**src/rtl/adc_pkg.sv**
```systemverilog
// Shared types and widths for the ADC serial readout stage.
package adc_pkg;

   typedef enum logic [1:0] {
      IDLE  = 2'd0,
      SHIFT = 2'd1,
      WAIT  = 2'd2
   } state_t;

   localparam int TDATA_W = 32;
   localparam int OVF_W   = 16;

endpackage

```
**src/rtl/adc_sck_gen.sv**
```systemverilog
// Serial clock generator: SCK_HALF cycles low, SCK_HALF cycles high, DATA_WIDTH periods.
// capture marks the last high cycle of each period; done marks it for the final bit.
module adc_sck_gen #(
   parameter int DATA_WIDTH = 18,
   parameter int SCK_HALF   = 2
) (
   input  logic aclk,
   input  logic aresetn,
   input  logic en,
   output logic sck,
   output logic capture,
   output logic done
);

   localparam int HW = (SCK_HALF > 1) ? $clog2(SCK_HALF) : 1;
   localparam int BW = (DATA_WIDTH > 1) ? $clog2(DATA_WIDTH) : 1;

   logic [HW-1:0] half_cnt;
   logic [BW-1:0] bit_cnt;
   logic          phase_end;

   assign phase_end = (half_cnt == HW'(SCK_HALF - 1));
   assign capture   = en & sck & phase_end;
   assign done      = capture & (bit_cnt == BW'(DATA_WIDTH - 1));

   // NOTE: all state here uses <= so every counter sees pre-edge values of its peers.
   always_ff @(posedge aclk or negedge aresetn) begin
      if (!aresetn) begin
         half_cnt <= '0;
         bit_cnt  <= '0;
         sck      <= 1'b0;
      end else if (!en) begin
         half_cnt <= '0;
         bit_cnt  <= '0;
         sck      <= 1'b0;
      end else if (phase_end) begin
         half_cnt <= '0;
         sck      <= ~sck;
         if (sck) begin
            bit_cnt <= done ? '0 : bit_cnt + BW'(1);
         end
      end else begin
         half_cnt <= half_cnt + HW'(1);
      end
   end

endmodule

```
**src/rtl/adc_serial_capture.sv**
```systemverilog
// Clocks one ADC sample out over sck/sdo per trigger and presents it as an
// AXI4-Stream beat with packet framing and a registered last pulse.
module adc_serial_capture
   import adc_pkg::*;
#(
   parameter int DATA_WIDTH = 18,
   parameter int SCK_HALF   = 2
) (
   input  logic               aclk,
   input  logic               aresetn,
   input  logic               trigger,
   output logic               sck,
   input  logic               sdo,
   input  logic [31:0]        packet_len,
   input  logic               overflow_clr,
   output logic [TDATA_W-1:0] m_axis_tdata,
   output logic               m_axis_tvalid,
   input  logic               m_axis_tready,
   output logic               m_axis_tlast,
   output logic               last,
   output logic [OVF_W-1:0]   overflow_cnt
);

   state_t                state;
   logic [DATA_WIDTH-1:0] shift_reg;
   logic [DATA_WIDTH-1:0] sample_next;
   logic [DATA_WIDTH-1:0] load_data;
   logic                  capture;
   logic                  done;
   logic                  out_free;
   logic                  accept;
   logic                  load;
   logic                  load_last;
   logic [31:0]           len_eff;
   logic [31:0]           len_q;
   logic [31:0]           load_len;
   logic [31:0]           beat_idx;
   logic                  drop;

   adc_sck_gen #(
      .DATA_WIDTH (DATA_WIDTH),
      .SCK_HALF   (SCK_HALF)
   ) u_sck_gen (
      .aclk    (aclk),
      .aresetn (aresetn),
      .en      (state == SHIFT),
      .sck     (sck),
      .capture (capture),
      .done    (done)
   );

   // Cast keeps the low DATA_WIDTH bits, so this also works for DATA_WIDTH=1.
   assign sample_next = DATA_WIDTH'({shift_reg, sdo});

   assign accept    = m_axis_tvalid & m_axis_tready;
   assign out_free  = ~m_axis_tvalid | m_axis_tready;
   assign load      = out_free & (((state == SHIFT) & done) | (state == WAIT));
   assign load_data = (state == WAIT) ? shift_reg : sample_next;

   // Packet length is taken from the port only on the first beat of a packet.
   assign len_eff   = (packet_len == 32'd0) ? 32'd1 : packet_len;
   assign load_len  = (beat_idx == 32'd0) ? len_eff : len_q;
   assign load_last = (beat_idx == load_len - 32'd1);

   assign drop = trigger & (state != IDLE);

   always_ff @(posedge aclk or negedge aresetn) begin
      if (!aresetn) begin
         state         <= IDLE;
         shift_reg     <= '0;
         m_axis_tvalid <= 1'b0;
         m_axis_tdata  <= '0;
         m_axis_tlast  <= 1'b0;
         beat_idx      <= '0;
         len_q         <= 32'd1;
      end else begin
         if (capture) begin
            shift_reg <= sample_next;
         end

         case (state)
            IDLE:    if (trigger) state <= SHIFT;
            SHIFT:   if (done) state <= out_free ? IDLE : WAIT;
            WAIT:    if (out_free) state <= IDLE;
            default: state <= IDLE;
         endcase

         // Single-entry output register: a load may coincide with the accept of the previous beat.
         if (load) begin
            m_axis_tvalid <= 1'b1;
            m_axis_tdata  <= TDATA_W'(load_data);
            m_axis_tlast  <= load_last;
            len_q         <= load_len;
            beat_idx      <= load_last ? 32'd0 : beat_idx + 32'd1;
         end else if (accept) begin
            m_axis_tvalid <= 1'b0;
         end
      end
   end

   always_ff @(posedge aclk or negedge aresetn) begin
      if (!aresetn) begin
         overflow_cnt <= '0;
         last         <= 1'b0;
      end else begin
         last <= accept & m_axis_tlast;
         if (overflow_clr) begin
            overflow_cnt <= '0;
         end else if (drop && !(&overflow_cnt)) begin
            overflow_cnt <= overflow_cnt + OVF_W'(1);
         end
      end
   end

endmodule

```
**config.mk**
```make
export PLATFORM = sky130hd
export DESIGN_NAME = adc_serial_capture
export DESIGN_NICKNAME = d
export VERILOG_FILES = /design/src/rtl/adc_pkg.sv /design/src/rtl/adc_sck_gen.sv /design/src/rtl/adc_serial_capture.sv
export SDC_FILE = /design/constraint.sdc
export NUM_CORES = 1
export LEC_CHECK = 0
export CORE_ASPECT_RATIO = 1.2
export CORE_MARGIN = 2
export CORE_UTILIZATION = 30
export CTS_CLUSTER_DIAMETER = 50
export CTS_CLUSTER_SIZE = 8
export DETAILED_ROUTE_END_ITERATION = 8
export GPL_ROUTABILITY_DRIVEN = 0
export HOLD_SLACK_MARGIN = 0.05
export SLEW_MARGIN = 20
export SYNTH_ARGS = -nofsm -noshare
export SYNTH_HDL_FRONTEND = slang
export SYNTH_SLANG_ARGS = --single-unit
```
**constraint.sdc**
```tcl
create_clock -name aclk -period 8.46 [get_ports aclk]
set_input_delay 1.269 -clock aclk [delete_from_list [all_inputs] [get_ports aclk]]
set_output_delay 1.269 -clock aclk [all_outputs]
set_load 0.02 [all_outputs]
```
### Word level (Yosys, flattened, before mapping)

Index checks and enable logic that the tools add are counted.

* $add $sub $neg: 5
* equal/unequal tests: 9
* muxes and demuxes: 21
* bitwise operators: 12
* reduce and logical (&&, ||, !) cells: 11

Operator list (count)
* $mux 32: 3
* $logic_not 32->1: 2
* $add 32x1->32 const B: 1
* $eq 32x32->1: 1
* $mux 16: 2
* $sub 32x1->32 const B: 1
* $mux 5: 4
* $mux 18: 1
* $add 16x1->16 const B: 1
* $reduce_and 16->1: 1
* $ne 2x2->1 const B: 5
* $and 1x1->1: 8
* $mux 2: 4
* $mux 1: 6
* $pmux 2 s3: 1
* $reduce_bool 2->1: 3
* $add 5x1->5 const B: 1
* $eq 5x5->1 const B: 1
* $reduce_and 3->1: 1
* $eq 2x1->1 const B: 1
* $eq 2x2->1 const B: 1
* $logic_not 2->1: 1
* $not 1->1: 2
* $or 1x1->1: 2
* other kinds (4): 4

* bits in registers: 128
* output and inout bits: 52

### Logic depth before layout (Yosys ltp)

* word-level depth: 8
* depth in mapped cells: 23

### By module

A second synthesis with hierarchy kept.

* cell total of the unflattened synthesis: 847
* area total of the unflattened synthesis: 8013.9 um^2

By module, submodules not included
* adc_serial_capture: instances 1, cells an instance 810, area an instance 7647.3 um^2, seq. area each 3029.2 um^2
* adc_sck_gen: instances 1, cells an instance 37, area an instance 366.6 um^2, seq. area each 175.2 um^2

### Worst setup path before layout

Ideal clock, no wire load.

* kind: input -> register
* start point: input packet_len[3]
* end point: register beat_idx[24]
* setup time: 119 ps
* arrival: 5075 ps
* required time: 8341 ps
* slack: 3266 ps
* cell stages on the path: 19
* path through: clkbuf_1 -> nor4_2 -> nand3_1 -> nor4_1 -> o31a_1 -> inv_1 -> ha_1 -> clkbuf_1 -> nor2b_1 -> nand4_1 -> xnor2_1 -> or3_1 -> a31o_2 -> mux2_2 -> nor4_1 -> nand4bb_1 -> nor4_4 -> buf_4 -> nor2_1

* longest elaborated chain between the ends: 6

RTL lines
* start: declaration: line adc_serial_capture.sv:14 `input logic [31:0] packet_len,`
* $logic_not 32->1: line adc_serial_capture.sv:61 `assign len_eff = (packet_len == 32'd0) ? 32'd1 : packet_len;`
* $mux 32 (*): line adc_serial_capture.sv:61
* $mux 32 (*): line adc_serial_capture.sv:62 `assign load_len = (beat_idx == 32'd0) ? len_eff : len_q;`
* $sub 32x1->32 (*): line adc_serial_capture.sv:63 `assign load_last = (beat_idx == load_len - 32'd1);`
* $eq 32x32->1 (*): line adc_serial_capture.sv:63
* $mux 32 (*): line adc_serial_capture.sv:94 `beat_idx <= load_last ? 32'd0 : beat_idx + 32'd1;`
* end signal: assignment: line adc_serial_capture.sv:94
* end: declaration: line adc_serial_capture.sv:37 `logic [31:0] beat_idx;`

Mark *: on every way between the ends. The rest lies on a longest branch, timed or not.
A chain may end at the register's enable or synchronous reset.

### Final worst setup path

* start point: input packet_len[3]
* end point: register beat_idx[10]

The elaborated chain is that of the path after synthesis.

==> flow_metrics.py <==
metrics = {
    "run": {
        "maxCapViolations": 0,
    },
    "timing": {
        "max_slew.worst_pin.slew_ps": 907,
        "final-hold-violation-count": 0,
        "fin_crit_ps": 5950,
        "totalNegativeSetupSlack_ps": 0,
        "finalMaxSlewViolations": 0,
        "finish_stage_setup_viols": 0,
        "grt_setup_unrepaired": "false",
        "final.setup_skew_ps": 16.0,
        "worst_slew_margin_rel_pct": 39.5,
        "share_of_the_clock_period_used_by_the_worst_path_pct": 70.4,
        "max_freq_mhz": 168,
        "postLayoutSetupSlackWorst_ps": 2510,
        "hold_ws_ps": 483,
    },
    "detailed_routing": {
        "route.detailed.wl_per_inst_um": 16.4,
        "via_count": 6401,
        "drt-total-wl_mm": 20.4,
        "drt_iter0_markers": 330,
        "ant_nets": 0,
        "detail_route.drc_violations": 0,
        "avgViaCountPerCell": 5.14,
        "drt_pre_antenna_iters": 5,
    },
    "power": {
        "cellPowerDensity_nw_per_um2": 211,
        "p_leak_nw": 4.06,
        "peak_supply_drop_mv": 0.146,
        "power_mw": 2.01,
    },
    "critical_path": {
        "worstPathRequired_ps": 8750,
        "slowest_delay_ps": 560,
        "timing.critical_path.fanout_max": 30,
        "cp_top_family": "simple AND/OR/NAND/NOR gates",
        "worstSetupStartpoint": "packet_len[3]",
        "reg2regPathDepth": 17,
        "start_kind": "input port",
        "critPathKind": "in -> reg",
        "crit_cells": 18,
        "cell_chain_critical_path": "clkdlybuf4s50_1 > nor4_2 > nand3_1 > nor4_1 > o31a_1 > inv_1 > ha_1 > nor2b_1 > nand4_1 > xnor2_1 > or3_1 > a31o_2 > mux2_2 > nor4_1 > nand4bb_1 > nor4_4 > buf_4 > nor3_1",
        "timing.rr.start": "beat_idx[0]",
        "crit_buf_inv": 3,
        "cp_slowest_cell": "sky130_fd_sc_hd__clkdlybuf4s50_1",
        "crit_path_end_kind": "flop",
        "cp_arrival_ps": 6250,
        "critical-path-top-cell-by-count": "sky130_fd_sc_hd__nor4_1",
    },
    "clock_tree": {
        "worstSkewPairLatency_ps": 440,
        "clk_pin_slew_ps": 80,
        "h-tree-depth": 4,
        "cts_hold_buf": 0,
        "cts_tree": "built",
        "cts_buffer_depth": 2,
        "clock_sink_count": 128,
        "post_cts_resized": 0,
        "root_buffer": "sky130_fd_sc_hd__clkbuf_16",
        "number_of_buffers_inserted_by_post_cts_setup_repair": 0,
        "tritoncts_buffers": 17,
    },
    "global_route": {
        "via_count_of_the_first_global_routing_pass": 6396,
        "grt_pass1_wl_mm": 33.9,
        "grt.overflow.total": 0,
        "initial_antenna_violation_count": 0,
        "grt_start_max_net_pins": 71,
        "grtUsageTotal_pct": 15.0,
    },
    "hold_path": {
        "hold_crit_depth": 2,
        "hp-start": "m_axis_tdata[1]",
        "holdCritPathClass": "reg -> reg",
    },
    "floorplan": {
        "boundaryPins": 90,
        "placement_rows": 65,
        "die_width_um": 153,
        "fp.coreArea_um2": 26200,
        "start_util_pct": 30.3,
        "total_die_area_um2": 27800,
        "chipHeight_um": 182,
    },
    "logic_synthesis": {
        "proportion_of_register_bits_with_asynchronous_set_or_reset_after_synthesis_pct": 100,
        "register_area_share_after_synthesis_pct": 40.3,
        "synthDistinctLibCells": 63,
        "synthDominantCellAreaShare_pct": 40.0,
        "ys_warn_count": 0,
        "netlist.top_cell.by_area": "sky130_fd_sc_hd__dfrtp_1",
        "yosys-top-cells-area": "sky130_fd_sc_hd__dfrtp_1 (40%), sky130_fd_sc_hd__mux2_2 (6.9%), sky130_fd_sc_hd__mux2i_1 (6.4%)",
        "postSynthCellCount": 838,
        "avgSynthCellArea_um2": 9.48,
        "synth.cell_area_um2": 7940,
        "synth_edf_count": 0,
        "flops_latches_synth": 128,
        "dominantRegCellSynth": "sky130_fd_sc_hd__dfrtp_1",
    },
    "cells_and_area": {
        "num_antenna_cells": 0,
        "fillCellCount": 2685,
        "area_growth_syn_to_layout_pct": 19.8,
        "finish.cell_count_without_fillers": 1245,
        "largest_registers": "beat_idx (32), len_q (32)",
        "share_of_final_layout_standard_cells_stronger_than_drive_strength_1_pct": 12.0,
        "nets": 941,
    },
    "placement": {
        "io_buffers": 75,
        "number_of_instances_in_the_placed_design": 1213,
        "detailedPlace.worstSlack_ps": 2100,
        "post-dp-hpwl_mm": 14.6,
    },
    "run_status": {
        "status": "finished clean",
    },
}
-- Yosys cell counts (3+ instances only) --
cell type	n
sky130_fd_sc_hd__or4_1	5
sky130_fd_sc_hd__nor4_2	6
sky130_fd_sc_hd__and3_1	12
sky130_fd_sc_hd__buf_6	5
sky130_fd_sc_hd__nand3b_1	8
sky130_fd_sc_hd__or2_2	4
sky130_fd_sc_hd__and4_1	7
sky130_fd_sc_hd__a31oi_1	6
sky130_fd_sc_hd__nand2b_1	9
sky130_fd_sc_hd__nor3_1	31
sky130_fd_sc_hd__o21ai_0	48
sky130_fd_sc_hd__nand4_1	17
sky130_fd_sc_hd__nor4b_1	4
sky130_fd_sc_hd__buf_1	5
sky130_fd_sc_hd__nand2_1	68
sky130_fd_sc_hd__clkbuf_1	19
sky130_fd_sc_hd__a2111oi_0	3
sky130_fd_sc_hd__o21a_1	3
sky130_fd_sc_hd__or3_1	15
sky130_fd_sc_hd__buf_2	9
sky130_fd_sc_hd__mux2_2	49
sky130_fd_sc_hd__nor4_1	20
sky130_fd_sc_hd__o211ai_1	4
sky130_fd_sc_hd__ha_1	6
sky130_fd_sc_hd__a21oi_1	10
sky130_fd_sc_hd__o31ai_1	4
sky130_fd_sc_hd__nand3_1	35
sky130_fd_sc_hd__buf_4	16
sky130_fd_sc_hd__inv_1	11
sky130_fd_sc_hd__nor2b_1	3
sky130_fd_sc_hd__nor2_1	90
sky130_fd_sc_hd__xor2_1	48
sky130_fd_sc_hd__dfrtp_1	127
sky130_fd_sc_hd__mux2i_1	51
sky130_fd_sc_hd__a211oi_1	3
sky130_fd_sc_hd__xnor2_1	44
-- report_power, final --
part	internal (mW)	switching [mW]	total [mW]
clock network	0.427	0.349	0.775
registers	0.715	0.0867	0.801
logic	0.216	0.218	0.434
total	1.36	0.653	2.01
-- path summary, 6_finish.rpt --
check	endpoint	slack, ps
setup / recovery	beat_idx[10]	2510
hold / removal	m_axis_tdata[1]	480
setup reg to reg	beat_idx[10]	2680
hold reg to reg	m_axis_tdata[1]	480
max in group asynchronous	len_q[9]	6340
min in group asynchronous	beat_idx[25]	860
-- cell type report --
type                    instances  area, um2  area share, %
multi-input cells             657       4440           46.6
flip-flops and latches        128       3200           33.7
repair buffers                 82        805           8.46
clock buffers                  17        425           4.47
well taps                     335        419           4.41
clock inverters                15        183           1.92
inverters                      11       41.3          0.434
-- layer usage --
| layer | GRT usage [%] | vias up | wire length, um |
|---|---|---|---|
| met4 | 5.78 | 0 | 473 |
| met3 | 3.02 | 32 | 909 |
| met1 | 19.3 | 3114 | 9190 |
| met2 | 24.8 | 167 | 9860 |
| li1 | - | 3088 | - |
| met5 | 0 | - | 0 |
-- placed cells by master, fill, tap and decap left out, types with 10 or more instances in the layout --
| cell | netlist | layout |
|---|---|---|
| sky130_fd_sc_hd__xor2_1 | 48 | 48 |
| sky130_fd_sc_hd__clkbuf_16 | 0 | 17 |
| sky130_fd_sc_hd__nand2_1 | 68 | 67 |
| sky130_fd_sc_hd__conb_1 | 1 | 14 |
| sky130_fd_sc_hd__nor4_1 | 20 | 20 |
| sky130_fd_sc_hd__nand4_1 | 17 | 17 |
| sky130_fd_sc_hd__clkdlybuf4s50_1 | 0 | 74 |
| sky130_fd_sc_hd__nand3_1 | 35 | 35 |
| sky130_fd_sc_hd__nor3_1 | 31 | 31 |
| sky130_fd_sc_hd__a21oi_1 | 10 | 10 |
| sky130_fd_sc_hd__mux2_2 | 49 | 49 |
| sky130_fd_sc_hd__and3_1 | 12 | 12 |
| sky130_fd_sc_hd__inv_1 | 11 | 11 |
| sky130_fd_sc_hd__xnor2_1 | 44 | 44 |
| sky130_fd_sc_hd__or3_1 | 15 | 15 |
| sky130_fd_sc_hd__nor2_1 | 90 | 89 |
| sky130_fd_sc_hd__o21ai_0 | 48 | 48 |
| sky130_fd_sc_hd__mux2i_1 | 51 | 51 |
| sky130_fd_sc_hd__dfrtp_1 | 127 | 127 |
-- through the flow --
stage,cell area [um2],util (%)
after floorplan,7990,-
after global placement,8900,34.0
after detailed placement,8900,34.0
after CTS,9510,36.3
after global routing,9510,36.3
final,9510,36.3
-- cell families after synthesis --
group                      count (synthesis)  share of synthesized area [%]
AOI/OAI and AO/OA                         98                           7.59
DFF                                      128                           40.3
xor gates and xnor gates                  92                           10.1
adders and majority gates                  6                          0.945
buffers and inverters                     66                           4.51
and+or+nand+nor                          346                           22.9
muxes                                    101                           13.5
other                                      1                         0.0472
-- worst min-delay path: stages, from the launching register on --
cell                      delay (ps)
sky130_fd_sc_hd__dfrtp_1         350
sky130_fd_sc_hd__nand2_1          50
sky130_fd_sc_hd__o21ai_0          60
(Power assumes the default switching activity.)
